$ cat src/rtl/nn_config_sequencer.sv
// Walks a flat weight-then-bias config stream into per-layer/neuron write strobes.
// Latency 1 cycle word-to-strobe; cfg_in_ready is high only in WEIGHT/BIAS, so the source stalls otherwise.
module nn_config_sequencer #(
  parameter int                       DATA_WIDTH    = 16,
  parameter int                       NUM_LAYERS    = 4,
  parameter logic [8*NUM_LAYERS-1:0]  LAYER_NEURONS = {8'd10, 8'd10, 8'd30, 8'd30},
  parameter logic [16*NUM_LAYERS-1:0] LAYER_WEIGHTS = {16'd10, 16'd30, 16'd30, 16'd784}
) (
  input  logic                  s_axi_aclk,
  input  logic                  s_axi_aresetn,
  input  logic                  start,
  input  logic                  abort,
  input  logic [DATA_WIDTH-1:0] cfg_in_data,
  input  logic                  cfg_in_valid,
  output logic                  cfg_in_ready,
  output logic [7:0]            cfg_layer,
  output logic [7:0]            cfg_neuron,
  output logic [DATA_WIDTH-1:0] cfg_data,
  output logic                  cfg_wr_weight,
  output logic                  cfg_wr_bias,
  output logic                  busy,
  output logic                  done
);

  typedef enum logic [1:0] {S_IDLE, S_WEIGHT, S_BIAS, S_DONE} state_t;

  state_t                r_state, w_state_nxt;
  logic [7:0]            r_layer, r_neuron, w_layer_nxt, w_neuron_nxt;
  logic [15:0]           r_weight, w_weight_nxt;
  logic [15:0]           w_layer_weights;
  logic [7:0]            w_layer_neurons;
  logic                  w_accept, w_last_weight, w_last_neuron, w_last_layer;
  logic                  w_wr_weight, w_wr_bias;
  logic                  r_ready, r_busy, r_done, r_wr_weight, r_wr_bias;
  logic [7:0]            r_out_layer, r_out_neuron;
  logic [DATA_WIDTH-1:0] r_data;

  // Per-layer limits selected by the current layer index (1-based).
  always_comb begin
    w_layer_weights = 16'd0;
    w_layer_neurons = 8'd0;
    for (int k = 1; k <= NUM_LAYERS; k++) begin
      if (r_layer == 8'(k)) begin
        w_layer_weights = LAYER_WEIGHTS[16*k-1 -: 16];
        w_layer_neurons = LAYER_NEURONS[8*k-1 -: 8];
      end
    end
  end

  assign w_accept      = cfg_in_valid && r_ready;
  assign w_last_weight = (r_weight == w_layer_weights - 16'd1);
  assign w_last_neuron = (r_neuron == w_layer_neurons - 8'd1);
  assign w_last_layer  = (r_layer == 8'(NUM_LAYERS));

  always_comb begin
    w_state_nxt  = r_state;
    w_layer_nxt  = r_layer;
    w_neuron_nxt = r_neuron;
    w_weight_nxt = r_weight;
    w_wr_weight  = 1'b0;
    w_wr_bias    = 1'b0;
    if (abort) begin
      w_state_nxt  = S_IDLE;
      w_layer_nxt  = 8'd1;
      w_neuron_nxt = 8'd0;
      w_weight_nxt = 16'd0;
    end else begin
      case (r_state)
        S_IDLE: begin
          if (start) begin
            w_state_nxt  = S_WEIGHT;
            w_layer_nxt  = 8'd1;
            w_neuron_nxt = 8'd0;
            w_weight_nxt = 16'd0;
          end
        end
        S_WEIGHT: begin
          if (w_accept) begin
            w_wr_weight = 1'b1;
            if (!w_last_weight) begin
              w_weight_nxt = r_weight + 16'd1;
            end else begin
              w_weight_nxt = 16'd0;
              if (!w_last_neuron) begin
                w_neuron_nxt = r_neuron + 8'd1;
              end else begin
                w_neuron_nxt = 8'd0;
                if (w_last_layer) begin
                  w_layer_nxt = 8'd1;
                  w_state_nxt = S_BIAS;
                end else begin
                  w_layer_nxt = r_layer + 8'd1;
                end
              end
            end
          end
        end
        S_BIAS: begin
          if (w_accept) begin
            w_wr_bias = 1'b1;
            if (!w_last_neuron) begin
              w_neuron_nxt = r_neuron + 8'd1;
            end else begin
              w_neuron_nxt = 8'd0;
              if (w_last_layer) begin
                w_layer_nxt = 8'd1;
                w_state_nxt = S_DONE;
              end else begin
                w_layer_nxt = r_layer + 8'd1;
              end
            end
          end
        end
        default: w_state_nxt = S_IDLE;
      endcase
    end
  end

  // Status flags are registered from the next state so they line up with it.
  always_ff @(posedge s_axi_aclk or negedge s_axi_aresetn) begin
    if (!s_axi_aresetn) begin
      r_state      <= S_IDLE;
      r_layer      <= 8'd1;
      r_neuron     <= 8'd0;
      r_weight     <= 16'd0;
      r_ready      <= 1'b0;
      r_busy       <= 1'b0;
      r_done       <= 1'b0;
      r_wr_weight  <= 1'b0;
      r_wr_bias    <= 1'b0;
      r_out_layer  <= 8'd1;
      r_out_neuron <= 8'd0;
      r_data       <= '0;
    end else begin
      r_state     <= w_state_nxt;
      r_layer     <= w_layer_nxt;
      r_neuron    <= w_neuron_nxt;
      r_weight    <= w_weight_nxt;
      r_ready     <= (w_state_nxt == S_WEIGHT) || (w_state_nxt == S_BIAS);
      r_busy      <= (w_state_nxt != S_IDLE);
      r_done      <= (w_state_nxt == S_DONE);
      r_wr_weight <= w_wr_weight;
      r_wr_bias   <= w_wr_bias;
      // Selects move only with a strobe so they hold steady between writes.
      if (w_wr_weight || w_wr_bias) begin
        r_out_layer  <= r_layer;
        r_out_neuron <= r_neuron;
        r_data       <= cfg_in_data;
      end
    end
  end

  assign cfg_in_ready  = r_ready;
  assign cfg_layer     = r_out_layer;
  assign cfg_neuron    = r_out_neuron;
  assign cfg_data      = r_data;
  assign cfg_wr_weight = r_wr_weight;
  assign cfg_wr_bias   = r_wr_bias;
  assign busy          = r_busy;
  assign done          = r_done;

endmodule

$ cat config.mk
export PLATFORM = sky130hd
export DESIGN_NAME = nn_config_sequencer
export DESIGN_NICKNAME = d
export VERILOG_FILES = /design/src/rtl/nn_config_sequencer.sv
export SDC_FILE = /design/constraint.sdc
export NUM_CORES = 1
export LEC_CHECK = 0
export BUFFER_PORTS_ARGS = -buffer_cell sky130_fd_sc_hd__buf_2
export CAP_MARGIN = 20
export CORE_AREA = 2 2 108 110
export CTS_BUF_LIST = sky130_fd_sc_hd__clkbuf_8
export DETAILED_ROUTE_END_ITERATION = 8
export DIE_AREA = 0 0 110 112
export GPL_ROUTABILITY_DRIVEN = 0
export GPL_TIMING_DRIVEN = 0
export PLACE_DENSITY = 0.61
export SLEW_MARGIN = 10
export SYNTH_ARGS = -nofsm -noshare
export SYNTH_HDL_FRONTEND = slang
export SYNTH_SLANG_ARGS = --single-unit
$ cat constraint.sdc
create_clock -name s_axi_aclk -period 4.6 [get_ports s_axi_aclk]
set_input_delay 0.92 -clock s_axi_aclk [delete_from_list [all_inputs] [get_ports s_axi_aclk]]
set_output_delay 0.92 -clock s_axi_aclk [all_outputs]
set_load 0.1 [all_outputs]
==> reports/qor.yml <==
synthesis:
  synth.avg_cell_area_um2: 10.0
  synth_most_common_cell: "dfrtp_1"
  synth_cells: 379
  synthDistinctLibCells: 50
  syn-cell-area_um2: 3800
  yosys-top-cells-area: "dfrtp_1 (45%), mux2_2 (9.5%), ha_1 (4.9%), o21ai_0 (3.8%), nand3_1 (3.7%)"
  synth_top_cell_area_share_pct: 45.4
  synth_flop_cell: "dfrtp_1"
  synth_seq_cells: 71
  syn_nets: 415
  synth-seq-area-share_pct: 46.8
  synth_top_area_cell: "dfrtp_1"
  synth_commonest_cells: "dfrtp_1 (69), nand2_1 (33), mux2_2 (32), nor2_1 (32), o21ai_0 (29)"
  ys.warnings.count: 0
  ys_async_sr_fraction_pct: 100
  synth_edf_count: 0
power_and_ir_drop:
  p_leak_nw: 2.13
  vdd_drop_max_mv: 0.359
  power_w: 0.00200
  p_per_area_nw_per_um2: 445
worst_setup_path:
  r2r_cells: 13
  endpoint_kind: "flip-flop"
  cp.required_ns: 4.84
  cp-start-kind: "flip-flop"
  crit_arrival_ns: 4.18
  rrSetupSlack_ns: 0.66
  crit_fanout: 7
  worstReg2RegEnd: "cfg_in_ready"
  critPathKind: "flip-flop to flip-flop"
  r2r-start: "r_layer[0]"
clock_tree:
  clkLatencyLatePin_ns: 0.36
  cts_max_level: 3
  cts_resized: 0
  cts_setup_buffers: 0
  tritoncts: "built"
  clock_tree.root_cell: "clkbuf_8"
  cts_buffer_depth: 2
  clock_sinks: 71
  numCtsBuffers: 9
  clkTransAtPathRegs_ns: 0.08
  cts_hold_buf: 0
floorplanning:
  io-pin-count: 58
  die_w_um: 110
  initial_core_util_pct: 34.0
  core_um2: 11200
  die_y_um: 112
  dieArea_um2: 12300
  rows: 39
sta:
  fmax_mhz: 254
  report.final.hold_viol_count: 0
  slew_headroom_pct: 27.8
  fin_setup_tns_ns: 0
  layout_setup_ws_ns: 0.664
  post-route-min-period_ns: 3.94
  setup_viol: 0
  worst_pin_slew_ns: 1.07
  period_share_pct: 85.6
  maxSlewViolCount: 0
  finalClockSkew_ns: 0.0121
  rsz0062_at_grt: "false"
  holdWs_ns: 0.473
routing:
  dr.first_iter.drc_count: 192
  drt_wl_total_um: 8420
  vias: 3123
  ant_nets: 0
  wl_per_cell_um: 14.1
  first_pass_iters: 5
  vias_per_cell: 5.24
  drcViolationCount: 0
global_route:
  grt_first_pass_wirelength_um: 14400
  grt-ovfl-total: 0
  grt_max_degree: 45
  grt_pass1_vias: 2982
  grt.total_usage_pct: 14.8
  antenna_found_initial: 0
place:
  pre_cts_slack_ns: 0.752
  dpl_cell_area_um2: 4300
  hpwlAfterDp_um: 6190
  io_buffers: 57
cells_and_area:
  diodes: 0
  drive_above_1_share_pct: 26.5
  fin_area_um2: 4500
  nNetsFinal: 484
  syn2layout_area_growth_pct: 18.4
run:
  max_cap_viol_count: 0
status:
  status: "completed"
worst_hold_path:
  hold_class: "input pin to async pin"
where the power goes:
group          switching [W]  total [W]  leakage [nW]  internal, W
combinational       0.000616   0.000755          1.07     0.000139
sequential         0.0000365   0.000731         0.958     0.000695
clock               0.000261   0.000517        0.0964     0.000256
total               0.000914    0.00200          2.13      0.00109
layer usage:
| metal | up-vias | wire length, um | global-route usage, % |
|---|---|---|---|
| li1 | 1518 | - | - |
| met1 | 1536 | 3920 | 19.4 |
| met2 | 58 | 4040 | 23.1 |
| met3 | 11 | 293 | 3.75 |
| met4 | 0 | 160 | 5.99 |
| met5 | - | 0 | 0 |
cell usage in the layout (no fill, tap or decap), types with 3 or more instances in the layout:
master	count
buf_2	57
nand2b_1	10
a21oi_1	12
dfrtp_1	69
mux2_2	32
inv_1	15
o41ai_1	3
ha_1	15
a221o_1	3
nand2_1	33
or2_2	5
clkbuf_1	9
xnor2_1	4
or4_1	5
o21ai_0	29
nor2b_1	3
mux2i_1	6
clkbuf_8	9
nor3_1	10
o211ai_1	3
and3_1	9
nor2_1	32
o31ai_1	5
a211oi_1	3
nand3_1	28
critical path, stage by stage (launching register included):
cell,delay (ns)
dfstp_2,0.58
ha_1,0.30
nor3_1,0.16
a2111oi_4,0.49
inv_1,0.09
ha_1,0.32
xnor2_1,0.13
nor2_1,0.10
o2111ai_1,0.16
a2111oi_4,0.45
nand2_1,0.17
o31ai_1,0.32
o311ai_0,0.23
ha_1,0.31
layout make-up:
| class | count | area (um2) |
|---|---|---|
| Clock buffer | 9 | 124 |
| Buffer | 11 | 46.3 |
| Multi-Input combinational cell | 282 | 1920 |
| Sequential cell | 71 | 1780 |
| Fill cell | 1069 | 6670 |
| Clock inverter | 7 | 80.1 |
| Tap cell | 143 | 179 |
| Inverter | 15 | 56.3 |
| Timing Repair Buffer | 58 | 315 |
worst max-delay path by stage:
| stage | startpoint | end | slack, ns | cells after the start |
|---|---|---|---|---|
| floorplan | r_layer[0] | cfg_in_ready | 1.18 | 14 |
| global placement | r_layer[0] | cfg_in_ready | 0.79 | 13 |
| detailed placement | r_layer[0] | cfg_in_ready | 0.75 | 13 |
| CTS | r_layer[0] | cfg_in_ready | 0.68 | 13 |
| global route | r_layer[0] | r_layer[4] | 0.41 | 14 |
| finish | r_layer[0] | cfg_in_ready | 0.66 | 13 |
cell families (layout without fill, tap and decap cells):
kind of cell | Yosys count | after routing | share of synthesized area [%]
simple gates | 150 | 150 | 19.8
compound gates | 73 | 73 | 13.3
flops | 71 | 71 | 46.8
mux | 38 | 38 | 11.1
buf+inv | 26 | 100 | 2.70
fa+ha+maj | 15 | 15 | 4.93
xor+xnor | 6 | 6 | 1.38
stage by stage:
step,utilization (%),std cells
finish,40.3,596
global route,40.3,596
CTS,40.3,596
detailed placement,38.5,580
global placement,38.2,579
floorplan,-,379
flip-flops by register name, summed over array words and instances (netlist names):
name	flops
r_layer	8
cfg_wr_bias	1
r_state	2
cfg_layer	8
cfg_data	16
done	1
r_neuron	8
cfg_wr_weight	1
r_weight	16
cfg_neuron	8
cfg_in_ready	1
busy	1
No activity file was read; power rests on OpenSTA's default activity.
